$ cat src/rtl/wb_arbiter_pkg.sv
// Shared constants and helpers for the multi-channel GPR write-back arbiter.
package wb_arbiter_pkg;

    localparam int unsigned CH_ALU   = 0;
    localparam int unsigned CH_LSU   = 1;
    localparam int unsigned CH_MDU   = 2;
    localparam int unsigned ZERO_REG = 0;

    // Width of a channel index; never below one bit.
    function automatic int unsigned ch_idx_w(input int unsigned n);
        return (n > 1) ? $clog2(n) : 1;
    endfunction

endpackage

$ cat src/rtl/wb_rr_arbiter.sv
// Round-robin grant logic with optional fixed-priority channel 0.
module wb_rr_arbiter
    import wb_arbiter_pkg::*;
#(
    parameter int unsigned NUM_CH   = 3,
    parameter bit          PRIO_CH0 = 1'b0,
    localparam int unsigned CH_W    = ch_idx_w(NUM_CH)
) (
    input  logic              clk,
    input  logic              rst,
    input  logic [NUM_CH-1:0] req,
    input  logic              en,
    output logic [NUM_CH-1:0] gnt,
    output logic              gnt_vld,
    output logic [CH_W-1:0]   gnt_idx
);

    logic [CH_W-1:0] ptr_q;
    logic [CH_W-1:0] ptr_d;
    logic [CH_W-1:0] idx;
    logic            prio_hit;

    // Pick the first requester at or after the pointer, unless channel 0 has priority.
    always_comb begin
        gnt      = '0;
        gnt_vld  = 1'b0;
        gnt_idx  = '0;
        prio_hit = 1'b0;
        idx      = '0;
        ptr_d    = ptr_q;
        if (en) begin
            if (PRIO_CH0 && req[0]) begin
                gnt_vld  = 1'b1;
                prio_hit = 1'b1;
            end else begin
                for (int unsigned k = 0; k < NUM_CH; k++) begin
                    idx = CH_W'((32'(ptr_q) + k) % NUM_CH);
                    if (!gnt_vld && req[idx]) begin
                        gnt_vld = 1'b1;
                        gnt_idx = idx;
                    end
                end
            end
        end
        if (gnt_vld) begin
            gnt[gnt_idx] = 1'b1;
        end
        // A priority win must not disturb the fairness order of the others.
        if (gnt_vld && !prio_hit) begin
            ptr_d = (gnt_idx == CH_W'(NUM_CH - 1)) ? '0 : gnt_idx + 1'b1;
        end
    end

    always_ff @(posedge clk) begin
        if (rst) begin
            ptr_q <= '0;
        end else begin
            ptr_q <= ptr_d;
        end
    end

endmodule

$ cat src/rtl/wb_arbiter.sv
// Multi-channel write-back arbiter feeding one registered GPR write port with bypass.
module wb_arbiter
    import wb_arbiter_pkg::*;
#(
    parameter int unsigned NUM_CH   = 3,
    parameter int unsigned XLEN     = 64,
    parameter int unsigned RA_W     = 5,
    parameter bit          PRIO_CH0 = 1'b0,
    parameter int unsigned CNT_W    = 16
) (
    input  logic                     clk,
    input  logic                     rst,
    input  logic [NUM_CH-1:0]        ch_valid,
    output logic [NUM_CH-1:0]        ch_ready,
    input  logic [NUM_CH*RA_W-1:0]   ch_rd,
    input  logic [NUM_CH-1:0]        ch_dest_wen,
    input  logic [NUM_CH*XLEN-1:0]   ch_data,
    input  logic                     wb_stall,
    input  logic                     flush,
    output logic                     rf_wen,
    output logic [RA_W-1:0]          rf_waddr,
    output logic [XLEN-1:0]          rf_wdata,
    output logic [ch_idx_w(NUM_CH)-1:0] rf_wch,
    input  logic [RA_W-1:0]          rs1,
    input  logic [RA_W-1:0]          rs2,
    output logic                     byp_hit1,
    output logic                     byp_hit2,
    output logic [XLEN-1:0]          byp_data1,
    output logic [XLEN-1:0]          byp_data2,
    output logic [CNT_W-1:0]         conflict_cnt
);

    localparam int unsigned CH_W = ch_idx_w(NUM_CH);
    localparam logic [CNT_W-1:0] CNT_MAX = '1;
    localparam logic [RA_W-1:0]  RA_ZERO = RA_W'(ZERO_REG);

    logic              accept_en;
    logic [NUM_CH-1:0] gnt;
    logic              gnt_vld;
    logic [CH_W-1:0]   gnt_idx;
    logic [RA_W-1:0]   sel_rd;
    logic [XLEN-1:0]   sel_data;
    logic              sel_wen;
    logic              conflict;

    logic              rf_wen_q,   rf_wen_d;
    logic [RA_W-1:0]   rf_waddr_q, rf_waddr_d;
    logic [XLEN-1:0]   rf_wdata_q, rf_wdata_d;
    logic [CH_W-1:0]   rf_wch_q,   rf_wch_d;
    logic [CNT_W-1:0]  cnt_q,      cnt_d;

    assign accept_en = ~(wb_stall | flush | rst);

    wb_rr_arbiter #(
        .NUM_CH   (NUM_CH),
        .PRIO_CH0 (PRIO_CH0)
    ) u_rr (
        .clk     (clk),
        .rst     (rst),
        .req     (ch_valid),
        .en      (accept_en),
        .gnt     (gnt),
        .gnt_vld (gnt_vld),
        .gnt_idx (gnt_idx)
    );

    assign ch_ready = gnt;

    // Payload of the granted channel; rd=x0 still takes the slot but never writes.
    always_comb begin
        sel_rd   = '0;
        sel_data = '0;
        sel_wen  = 1'b0;
        for (int unsigned i = 0; i < NUM_CH; i++) begin
            if (gnt_idx == CH_W'(i)) begin
                sel_rd   = ch_rd[i*RA_W +: RA_W];
                sel_data = ch_data[i*XLEN +: XLEN];
                sel_wen  = ch_dest_wen[i] && (ch_rd[i*RA_W +: RA_W] != RA_ZERO);
            end
        end
    end

    assign conflict = ($countones(ch_valid) > 1) && !flush;

    // Flush beats stall; a stalled stage holds everything.
    always_comb begin
        rf_wen_d   = rf_wen_q;
        rf_waddr_d = rf_waddr_q;
        rf_wdata_d = rf_wdata_q;
        rf_wch_d   = rf_wch_q;
        cnt_d      = cnt_q;
        if (flush) begin
            rf_wen_d = 1'b0;
        end else if (!wb_stall) begin
            rf_wen_d = gnt_vld & sel_wen;
            if (gnt_vld) begin
                rf_waddr_d = sel_rd;
                rf_wdata_d = sel_data;
                rf_wch_d   = gnt_idx;
            end
        end
        if (conflict && (cnt_q != CNT_MAX)) begin
            cnt_d = cnt_q + 1'b1;
        end
    end

    always_ff @(posedge clk) begin
        if (rst) begin
            rf_wen_q   <= 1'b0;
            rf_waddr_q <= '0;
            rf_wdata_q <= '0;
            rf_wch_q   <= '0;
            cnt_q      <= '0;
        end else begin
            rf_wen_q   <= rf_wen_d;
            rf_waddr_q <= rf_waddr_d;
            rf_wdata_q <= rf_wdata_d;
            rf_wch_q   <= rf_wch_d;
            cnt_q      <= cnt_d;
        end
    end

    assign rf_wen       = rf_wen_q;
    assign rf_waddr     = rf_waddr_q;
    assign rf_wdata     = rf_wdata_q;
    assign rf_wch       = rf_wch_q;
    assign conflict_cnt = cnt_q;

    assign byp_hit1  = rf_wen_q && (rs1 == rf_waddr_q) && (rs1 != RA_ZERO);
    assign byp_hit2  = rf_wen_q && (rs2 == rf_waddr_q) && (rs2 != RA_ZERO);
    assign byp_data1 = byp_hit1 ? rf_wdata_q : '0;
    assign byp_data2 = byp_hit2 ? rf_wdata_q : '0;

endmodule

$ cat config.mk
export PLATFORM = sky130hd
export DESIGN_NAME = wb_arbiter
export DESIGN_NICKNAME = d
export VERILOG_FILES = /design/src/rtl/wb_arbiter_pkg.sv /design/src/rtl/wb_rr_arbiter.sv /design/src/rtl/wb_arbiter.sv
export SDC_FILE = /design/constraint.sdc
export NUM_CORES = 1
export LEC_CHECK = 0
export ABC_CLOCK_PERIOD_IN_PS = 4300
export CAP_MARGIN = 15
export CORE_AREA = 2 2 172 174
export DETAILED_ROUTE_END_ITERATION = 6
export DIE_AREA = 0 0 174 176
export GPL_TIMING_DRIVEN = 0
export HOLD_SLACK_MARGIN = 0.06
export PLACE_DENSITY_LB_ADDON = 0.15
export SYNTH_ARGS = -nofsm -noshare
export SYNTH_HDL_FRONTEND = slang
export SYNTH_SLANG_ARGS = --single-unit
$ cat constraint.sdc
create_clock -name clk -period 4.3 [get_ports clk]
set_clock_uncertainty 0.2 [all_clocks]
set_input_delay 0.43 -clock clk [delete_from_list [all_inputs] [get_ports clk]]
set_output_delay 0.43 -clock clk [all_outputs]
set_load 0.05 [all_outputs]
==> out/qor.yml, run 1 <==
rows: 62
relSlewSlack_pct: 43.2
layout_commonest_cell: "clkdlybuf4s50_1"
clkSlewWorstSetupHoldPaths_ns: 0.07
outcome: "finished clean"
gp_congestion: 0.868
start_util_pct: 20.3
synth.avg_cell_area_um2: 7.72
layout.nets: 1442
drive_gt1_share_pct: 4.53
finalCriticalPeriod_ns: 4.02
arrival_ns: 3.39
crit_chain: "inv_1 > ha_1 > mux2i_1 > nor2_1 > o41a_1 > a211oi_2 > buf_2 > buf_2 > dlygate4sd2_1"
hp-class: "flip-flop to flip-flop"
cts_tree: "built"
coreArea_um2: 28500
grt_pass1_wl_um: 48500
start_kind: "flip-flop"
clockBufferDepth: 2
setup_viol: 0
ys_seq_elements: 90
fillerInstances: 3060
viasPerCell: 4.61
die_area_um2: 30600
synth_edf_count: 0
ys_types: 49
slowest_stage: "dlygate4sd2_1"
global_route.usage.met2_pct: 36.7
grt_pass1_vias: 7360
irDropWorstVdd_mv: 0.107
dp_hpwl_um: 27600
synthArstFlopShare_pct: 0
detail-route-antenna-nets: 0
drtIter0Drc: 473
worst_pin_slew_ns: 0.848
vias: 7388
grt_max_degree: 15
syn_to_final_growth_pct: 90.6
power_density_nw_per_um2: 242
firstDrtPassIters: 5
cp-end-kind: "output port"
slew_violations: 0
clock.fmax_mhz: 249
hold_viol: 0
yosysSeqAreaShare_pct: 31.1
grt.total_usage_pct: 21.2
clock_latency_ns: 0.35
drcViolationCount: 0
hold_slack_ns: 0.297
cts_buffers: 9
wire_per_inst_um: 21.2
synth_area_um2: 5800
antenna_found_initial: 4
fin_crit_sh_pct: 93.4
die_width_um: 174
grt.overflow.total: 0
cp_max_fo: 10
required_ns: 3.67
worst-setup-path-type: "flip-flop to output port"
die_y_um: 176
synthFlopType: "dfxtp_1"
stdcell_area_um2: 11100
clock-sinks: 90
portBuffers: 447
drt_wl_total_um: 33900
rsz0062_at_grt: "no"
use_met3_pct: 3.77
postSynthCellCount: 751
ioPinCount: 448
cts_max_level: 3
leakagePower_nw: 3.99
crit_top_cell: "buf_2"
synth_nets: 984
yosysWarnings: 0
grt.met1_usage_pct: 26.9
critical-path-max-stage-delay_ns: 0.58
root_buffer: "clkbuf_16"
placed_cell_area_um2: 10800
drv_cap: 0
grt_busiest_layer: "met2"
layout_common_cells: "clkdlybuf4s50_1, and2_1, nand2_1"
hold_buffers: 0
postCtsSetupBuffers: 0
-- per-layer routing --
metal	wire, um	part of all wire, %	vias up
met5	13	0.038	-
met4	814	2.4	2
met3	2050	6.0	37
met2	16600	49	281
met1	14400	42	3495
li1	-	-	3573
-- flip-flops by register name, indices dropped and copies added, names as in the netlist --
register      count
u_rr.ptr_q        2
rf_wch            2
rf_waddr          5
rf_wen            1
rf_wdata         64
conflict_cnt     16
-- cells by family after synthesis --
group | synth area share [%]
mux | 1.38
fa+ha+maj | 1.29
xor+xnor | 3.32
buf+inv | 7.59
simple gates | 29.3
flops | 31.1
compound gates | 26.1
-- where the power goes --
part	switching (mW)	internal [mW]	total [mW]
clock	0.370	0.469	0.839
sequential	0.0808	0.898	0.979
combinational	0.465	0.392	0.857
total	0.916	1.76	2.68
-- repair_timing --
action | in CTS | in global routing
resized for setup | 6 | 6
endpoints found under the setup margin | 23 | 52
endpoints found under the hold margin | 0 | 0
-- synth_stat cells, drive strengths merged, types with 2 or more instances --
| cell type | n | share of area (%) |
|---|---|---|
| nor3 | 11 | 0.95 |
| nor2b | 5 | 0.54 |
| nor2 | 27 | 1.8 |
| or2 | 2 | 0.22 |
| mux2i | 8 | 1.4 |
| o211ai | 3 | 0.39 |
| buf | 25 | 2.3 |
| and2 | 131 | 14 |
| o311a | 4 | 0.69 |
| xnor2 | 8 | 1.2 |
| a22o | 8 | 1.2 |
| o221ai | 43 | 6.5 |
| or3 | 9 | 0.97 |
| o22a | 14 | 2.1 |
| inv | 36 | 2.3 |
| or4 | 3 | 0.39 |
| nand2b | 5 | 0.54 |
| ha | 6 | 1.3 |
| a221oi | 11 | 2.1 |
| nand2 | 97 | 6.3 |
| o21ai | 16 | 1.4 |
| a22oi | 43 | 5.6 |
| clkbuf | 45 | 2.9 |
| a21oi | 28 | 2.4 |
| nor3b | 2 | 0.26 |
| a211oi | 17 | 2.3 |
| and3 | 5 | 0.54 |
| nand3 | 16 | 1.4 |
| nand4 | 6 | 0.65 |
| dfxtp | 90 | 31 |
| nor4 | 2 | 0.32 |
| xor2 | 14 | 2.1 |
-- path summary, 6_finish.rpt --
check	startpoint	slack, ns	endpoint	cells past startpoint
hold / removal	rf_wch[1]	0.30	rf_wch[1]	2
hold reg to reg	rf_wch[1]	0.30	rf_wch[1]	2
setup / recovery	u_rr.ptr_q[1]	0.28	ch_ready[1]	9
setup reg to reg	u_rr.ptr_q[0]	0.84	rf_wdata[37]	10
-- worst max-delay path: cells and delay by family, from the launching register on --
family	cells	cell delay, ns
simple gates	1	0.10
buf+inv	4	1.31
compound gates	2	0.78
fa+ha+maj	1	0.26
mux	1	0.22
flops	1	0.34
-- stage by stage --
step / util [%] / instances / setup TNS [ns] / power (mW) / worst slack, ns
after floorplan: - / 751 / 0 / 1.40 / 1.32
after global placement: 37.7 / 1582 / -1.43 / 1.85 / -0.110
after detailed placement: 37.7 / 1582 / -1.72 / 1.86 / -0.102
after CTS: 38.7 / 1598 / 0 / 2.70 / 0.0259
after global routing: 38.7 / 1601 / 0 / 2.79 / 0.0195
final: 38.7 / 1601 / 0 / 2.68 / 0.284
-- area by class of cell --
class                           count  area (um^2)  area share, %
Antenna cell                        3         7.51         0.0679
Inverter                           37          139           1.26
Clock buffer                       12          246           2.23
Timing Repair Buffer              447         4460           40.4
Tap cell                          384          480           4.35
Multi-Input combinational cell    554         3560           32.2
Sequential cell                    90         1800           16.3
Buffer                             70          307           2.77
Clock inverter                      4         51.3          0.464
(Power assumes the default switching activity.)
==> run 2: changes to the inputs <==
CTS_CLUSTER_SIZE = 14   (was unset)
RECOVER_POWER = 50   (was unset)
==> out/qor.yml, run 2 (synthesis results as in run 1) <==
dp_cells: 1582  # unchanged
grt_pass1_wl_um: 48500  # unchanged
p_comb_share_pct: 31.5  # -0.5 points
arrival_ns: 3.37  # -0.02 ns
clock.fmax_mhz: 250  # +0.37%
drtIter0Drc: 391  # -17%
power_frac_seq_pct: 36.8  # +0.2 points
hold_buffers: 0  # unchanged
leakagePower_nw: 4.24  # +6.4%
worst-setup-path-type: "primary input to output port"
fin_crit_sh_pct: 93.1  # -0.35 points
postCtsSetupBuffers: 0  # unchanged
grt_pass1_vias: 7360  # unchanged
drt_wl_total_um: 33900  # -0.19%
vias: 7398  # +0.14%
setup_viol: 0  # unchanged
relSlewSlack_pct: 10.1  # -33 points
rr_worst_depth: 11  # +1
grt_max_degree: 15  # unchanged
worstSetupEndpoint: "byp_data1[29]"
die_y_um: 176  # unchanged
grt.overflow.total: 0  # unchanged
start_kind: "primary input"
antenna_found_initial: 4  # unchanged
layout.nets: 1442  # unchanged
placed_cell_area_um2: 10800  # unchanged
die_area_um2: 30600  # unchanged
clock_power_share_pct: 31.7  # +0.3 points
hold_viol: 0  # unchanged
layout_commonest_cell: "clkdlybuf4s50_1"
hp-class: "flip-flop to flip-flop"
clockBufferDepth: 2  # unchanged
stdcell_area_um2: 11000  # about the same
firstDrtPassIters: 5  # unchanged
fillerInstances: 3061  # +0.033%
r2r-start: "u_rr.ptr_q[0]"
slew_violations: 0  # unchanged
hold_slack_ns: 0.293  # -0.00420 ns
coreArea_um2: 28500  # unchanged
worst_pin_slew_ns: 1.34  # +0.488 ns
viasPerCell: 4.62  # +0.14%
rows: 62  # unchanged
startpoint: "rs1[2]"
r2r_setup_slack_ns: 0.34  # -0.50 ns
syn_to_final_growth_pct: 90.4  # about the same
drv_cap: 0  # unchanged
largest_reg_flops: 64  # unchanged
cts_tree: "built"
clkSlewWorstSetupHoldPaths_ns: 0.06  # about the same
r2r-end: "rf_wdata[25]"
clock_latency_ns: 0.35  # about the same
detail-route-antenna-nets: 0  # unchanged
clock-sinks: 90  # unchanged
irDropWorstVdd_mv: 0.106  # -0.88%
ioPinCount: 448  # unchanged
drive_gt1_share_pct: 4.28  # -0.25 points
cp_max_fo: 10  # unchanged
dp_hpwl_um: 27600  # unchanged
power.switching_uw: 912  # -0.42%
swShare_pct: 34.4  # +0.20 points
required_ns: 3.67  # about the same
cts_max_level: 3  # unchanged
portBuffers: 447  # unchanged
grt.total_usage_pct: 21.2  # unchanged
final_cells: 1601  # unchanged
drcViolationCount: 0  # unchanged
cts_buffers: 9  # unchanged
gp_congestion: 0.868  # unchanged
root_buffer: "clkbuf_16"
layout_common_cells: "clkdlybuf4s50_1, and2_1, nand2_1"
start_util_pct: 20.3  # unchanged
p_int_mw: 1.74  # -1.3%
rsz0062_at_grt: "no"
finalCriticalPeriod_ns: 4.00  # -0.0150 ns
die_width_um: 174  # unchanged
wire_per_inst_um: 21.2  # -0.19%
fin_setup_tns_ns: 0  # unchanged
finalPower_mw: 2.65  # -1.0%
cp-end-kind: "output port"
outcome: "finished clean"
power_density_nw_per_um2: 240  # -0.93%
## run 2: changes by cell type in the layout (fill, tap and decap cells not counted), sizes merged
cell	change
clkdlybuf4s50	-90
dlygate4sd3	+90
buf	-2
clkbuf	+2
## run 2: worst min path at each step
stage                  startpoint            end  slack, ns  cells past startpoint
finish                  rf_wch[1]      rf_wch[1]       0.29                      2
global route            rf_wch[1]      rf_wch[1]       0.33                      2
CTS                     rf_wch[1]      rf_wch[1]       0.30                      2
detailed placement      rf_wch[1]      rf_wch[1]       0.28                      2
global placement        rf_wch[1]      rf_wch[1]       0.27                      2
floorplan           u_rr.ptr_q[0]  u_rr.ptr_q[0]       0.27                      2
## run 2: layout make-up
class / count / area [um^2] / area share (%)
Tap cell: 384 / 480 / 4.35
Sequential cell: 90 / 1800 / 16.3
Inverter: 37 / 139 / 1.26
Clock buffer: 12 / 246 / 2.23
Buffer: 70 / 304 / 2.75
Antenna cell: 3 / 7.51 / 0.0680
Multi-Input combinational cell: 554 / 3550 / 32.2
Clock inverter: 4 / 51.3 / 0.464
Timing Repair Buffer: 447 / 4460 / 40.4
## run 2: repair_timing
item | 4_1_cts | 5_1_grt
endpoints found under the setup margin | 23 | 52
endpoints found under the hold margin | 0 | 0
gates resized for setup | 6 | 6
## run 2: worst max-delay path: stages
cell             delay (ns)
clkdlybuf4s50_1        0.41
xor2_1                 0.14
nor3_1                 0.18
nand3_1                0.10
nor2_1                 0.26
clkbuf_2               0.36
clkbuf_1               0.39
and2_1                 0.26
clkdlybuf4s50_1        0.82
## run 2: power by group through the flow
stage | clock [mW] | sequential (mW) | combinational [mW]
after detailed placement | 0 | 0.998 | 0.859
after global routing | 0.892 | 0.986 | 0.883
after CTS | 0.863 | 0.979 | 0.862
final | 0.839 | 0.976 | 0.834
after global placement | 0 | 0.997 | 0.857
after floorplan | 0 | 1.18 | 0.220
## run 2: metal layers
layer  GRT usage (%)  vias to the layer above  part of all wire (%)
li1                -                     3574                     -
met1            26.9                     3483                    43
met2            36.7                      298                    49
met3            3.77                       41                   5.7
met4            6.86                        2                   2.4
met5               0                        -                 0.038
## run 2: through the flow
step                utilization (%)  setup WS (ns)
finish                         38.7          0.299
global route                   38.7         0.0242
CTS                            38.7         0.0259
detailed placement             37.7         -0.102
global placement               37.7         -0.110
floorplan                         -           1.32
==> run 3: changes to the inputs <==
HOLD_SLACK_MARGIN = 0.12   (was 0.06)
==> results of run 3 <==
No change in the layout: final DEF, timing and power equal those of run 2.
